### config.mk
export PLATFORM = sky130hd
export DESIGN_NAME = ttl_parity_shift
export DESIGN_NICKNAME = d
export VERILOG_FILES = /design/src/rtl/ttl_parity_shift.sv
export SDC_FILE = /design/constraint.sdc
export NUM_CORES = 1
export LEC_CHECK = 0
export CORE_MARGIN = 3
export CORE_UTILIZATION = 49
export CTS_CLUSTER_SIZE = 40
export DETAILED_ROUTE_END_ITERATION = 16
export MAX_ROUTING_LAYER = met4
export PLACE_DENSITY_LB_ADDON = 0.2
export SYNTH_ARGS = -nofsm -noshare
export SYNTH_HDL_FRONTEND = slang
export SYNTH_SLANG_ARGS = --single-unit
### constraint.sdc
create_clock -name i_clk -period 1.96 [get_ports i_clk]
set_input_delay 0.196 -clock i_clk [delete_from_list [all_inputs] [get_ports i_clk]]
set_output_delay 0.196 -clock i_clk [all_outputs]
set_load 0.01 [all_outputs]
### src/rtl/ttl_parity_shift.sv
// Datapath for one frame: data shift register, bit counter, running XOR of data bits,
// and a strobe marking the accepted parity bit of a complete frame.
module ttl_parity_shift #(
  parameter int DATA_WIDTH = 8
) (
  input  logic                  i_clk,
  input  logic                  i_rst,
  input  logic                  i_valid,
  input  logic                  i_start,
  input  logic                  i_in_shift,
  input  logic                  i_in_par,
  input  logic                  i_sin,
  output logic [DATA_WIDTH-1:0] o_data,
  output logic                  o_acc,
  output logic                  o_last,
  output logic                  o_done
);

  localparam int CW = $clog2(DATA_WIDTH + 1);

  logic [DATA_WIDTH-1:0] r_data;
  logic [CW-1:0]         r_cnt;
  logic                  r_acc;

  // START always wins: a restart discards whatever frame was in progress.
  always_ff @(posedge i_clk or posedge i_rst) begin
    if (i_rst) begin
      r_data <= '0;
      r_cnt  <= '0;
      r_acc  <= 1'b0;
    end else if (i_valid) begin
      if (i_start) begin
        r_data    <= '0;
        r_data[0] <= i_sin;
        r_cnt     <= CW'(1);
        r_acc     <= i_sin;
      end else if (i_in_shift) begin
        for (int i = 0; i < DATA_WIDTH; i++)
          if (r_cnt == CW'(i)) r_data[i] <= i_sin;
        r_cnt <= r_cnt + CW'(1);
        r_acc <= r_acc ^ i_sin;
      end else if (i_in_par) begin
        r_cnt <= '0;
        r_acc <= 1'b0;
      end
    end
  end

  assign o_data = r_data;
  assign o_acc  = r_acc;
  assign o_last = (r_cnt == CW'(DATA_WIDTH - 1));
  assign o_done = i_valid & i_in_par & ~i_start;

endmodule

==> impl_metrics.tcl <==
set metrics [dict create \
    p_leak_nw 0.469 \
    critical_path_class "reg2out" \
    cts.sinks 13 \
    core_mm2 0.00156 \
    seqPwrFrac 0.467 \
    slew_viol_final 0 \
    crit_family "buffers and inverters" \
    fmax_mhz 543 \
    vdd_drop_max_mv 0.501 \
    cp_max_fo 6 \
    crit_buf_inv 1 \
    n_antenna_cell 0 \
    cts_tree "yes" \
    cts_root_buffer "clkbuf_4" \
    via_per_inst 5.88 \
    wl_per_cell_um 15.1 \
    crit_slowest_cell "clkdlybuf4s50_1" \
    boundaryPins 18 \
    ys_ff_latch 13 \
    grt_overflow 0 \
    tightest_slew_ps 507 \
    switching_power_uw 202 \
    yosysUniqueCellTypes 32 \
    drive_above_1_share 0.146 \
    finalCriticalPeriod_ps 1840 \
    grt_pass1_vias 679 \
    cp_cell_sequence "ha_2, and3_1, clkdlybuf4s50_1" \
    syn_avg_cell_area_um2 10.1 \
    yosys.area.top_type "dfrtp_1" \
    worstPathArrival_ps 1640 \
    cp-end-kind "output port" \
    netlist_top_cells_area "dfrtp_1 (39%), a22o_1 (7.3%), ha_1 (6.0%), o21ai_0 (3.6%), nor3b_1 (3.6%)" \
    slew_headroom 0.662 \
    crit_path_start_kind "flip-flop" \
    holdCritPathClass "in2async" \
    clockBufferDepth 2 \
    hpwl_mm 1.33 \
    port_buffers 17 \
    drt_iter0_drc 20 \
    final_core_util 0.674 \
    nets 115 \
    power.density_mw_per_mm2 645 \
    slowest_delay_ps 530 \
    vias 700 \
    synth-warning-count 0 \
    worstSkewPairLatency_ps 280 \
    place_congestion 0.889 \
    outcome "completed" \
    cts_hold_buffers 0 \
    dieArea_mm2 0.00224 \
    combPwrFrac 0.290 \
    initial_utilization 0.536 \
    cts_buffers 3 \
    fin_skew_ps 6.97 \
    fp-row-count 14 \
    synthesis.nets 94 \
    cts_max_level 1 \
    grt_pass1_wl_mm 3.06 \
    switching_share 0.299 \
    die_h_um 47.3 \
    drc 0 \
    grt_use_total 0.200 \
    rsz0062_at_grt "no" \
    finalHoldViolCount 0 \
    required_ps 1760 \
    setup_viol 0 \
    wl_mm 1.80 \
    drv_cap 0 \
    grt_max_degree 15 \
    syn_inst 83 \
    synth_top_area_share 0.389 \
    setup-tns-final_ps 0 \
    min_period_over_period 0.939 \
    netlist_area_um2 836 \
    internal-power_uw 476 \
    die_x_um 47.3 \
    postRouteAntennaNets 0 \
    firstDrtPassIters 4 \
    clk_pin_slew_ps 80 \
    antenna_found_initial 0 \
    ys_seq_area_frac 0.389 \
    clkPwrFrac 0.244 \
    area_growth_pct 25.7 \
]
[area by class of cell]
class / count / area [um2]
fillers: 132 / 508
multi-input cells: 58 / 447
flip-flops and latches: 13 / 328
repair buffers: 22 / 208
clock buffers: 4 / 26.3
inverters: 6 / 22.5
well taps: 16 / 20.0
[sequential cells by signal, indices dropped and copies added (netlist names)]
name / flops
o_data: 8
r_cnt: 4
o_acc: 1
[logic make-up after synthesis]
group | Yosys count | synth area share
AO/OA/AOI/OAI | 25 | 0.216
AND/OR/NAND/NOR | 26 | 0.213
multiplexers | 3 | 0.0434
flip-flops | 13 | 0.389
buffers and inverters | 12 | 0.0793
adder cells (fa/ha/maj) | 4 | 0.0599
[per-stage QoR]
stage / hold WS, ps / cell area [um2] / instances / setup slack [ps] / total power, mW
after floorplan: 73.0 / 836 / 83 / 580 / 0.435
after global placement: 474 / 1020 / 115 / 316 / 0.510
after detailed placement: 480 / 1020 / 115 / 315 / 0.516
after CTS: 248 / 1050 / 119 / 25.9 / 0.684
after global routing: 273 / 1050 / 119 / 49.6 / 0.723
final: 238 / 1050 / 119 / 119 / 0.678
[worst register-to-register path, delay by kind of cell, from the launching register on]
family                     cells  cell delay [ps]
DFF                            1              450
buffers and inverters          1              120
and+or+nand+nor                1              210
muxes                          1              310
adders and majority gates      1              230
AOI/OAI and AO/OA              1               90
[timing repair]
action	in CTS	in global routing
setup buffers	0	0
endpoints found under the setup margin	0	1
resized for setup	0	3
[cell usage in the layout, fill, tap and decap left out]
cell | netlist | final
a21oi_1 | 1 | 1
nand2_1 | 5 | 5
nand4b_1 | 3 | 3
or4_1 | 1 | 1
mux2_4 | 1 | 1
and3b_1 | 3 | 3
and4b_1 | 1 | 1
nor3_2 | 2 | 2
dfrtp_1 | 13 | 11
o21a_1 | 1 | 1
o22ai_2 | 1 | 1
nand4_1 | 1 | 1
mux2i_1 | 1 | 1
ha_1 | 4 | 3
nor2_1 | 1 | 1
a22o_1 | 7 | 7
nand3_1 | 2 | 2
dfrtp_2 | 0 | 2
mux2_1 | 1 | 1
a32o_1 | 1 | 1
nand2b_1 | 2 | 2
clkdlybuf4s50_1 | 0 | 17
o22ai_1 | 2 | 2
clkbuf_4 | 0 | 3
buf_4 | 3 | 5
o21ai_1 | 2 | 2
and3_1 | 1 | 1
o31ai_1 | 1 | 1
nor3b_1 | 4 | 4
clkbuf_1 | 0 | 1
o221ai_1 | 1 | 1
o21ai_0 | 6 | 6
inv_1 | 6 | 6
a21o_1 | 2 | 2
ha_2 | 0 | 1
[power groups by stage]
stage / clock (mW) / sequential [mW] / combinational, mW
after global routing: 0.188 / 0.320 / 0.215
final: 0.165 / 0.316 / 0.196
after CTS: 0.172 / 0.315 / 0.197
after floorplan: 0 / 0.325 / 0.110
after global placement: 0 / 0.320 / 0.191
after detailed placement: 0 / 0.320 / 0.196
[per-layer routing]
metal | vias up | wire, um | global-route usage
met1 | 324 | 832 | 0.243
li1 | 349 | - | -
met3 | 2 | 95 | 0.0575
met2 | 25 | 859 | 0.321
met4 | 0 | 14 | 0.0552
met5 | - | 0 | -
[synth_stat cells (all sizes together)]
library cell  instances
a21o                  2
a21oi                 1
a22o                  7
a32o                  1
and3                  1
and3b                 3
and4b                 1
buf                   6
dfrtp                13
ha                    4
inv                   6
mux2                  2
mux2i                 1
nand2                 5
nand2b                2
nand3                 2
nand4                 1
nand4b                3
nor2                  1
nor3                  2
nor3b                 4
o21a                  1
o21ai                 8
o221ai                1
o22ai                 3
o31ai                 1
or4                   1
[final timing paths]
kind	from	to	slack [ps]	depth (start not counted)
max	r_cnt[1]	o_last	120	3
min	i_rst	o_data[0]	240	2
max reg2reg	r_cnt[0]	o_data[0]	440	5
min reg2reg	o_data[0]	o_data[0]	490	1
max in group asynchronous	i_rst	r_cnt[0]	1360	2
min in group i_clk	o_data[0]	o_data[0]	490	1
(Power assumes the default switching activity.)
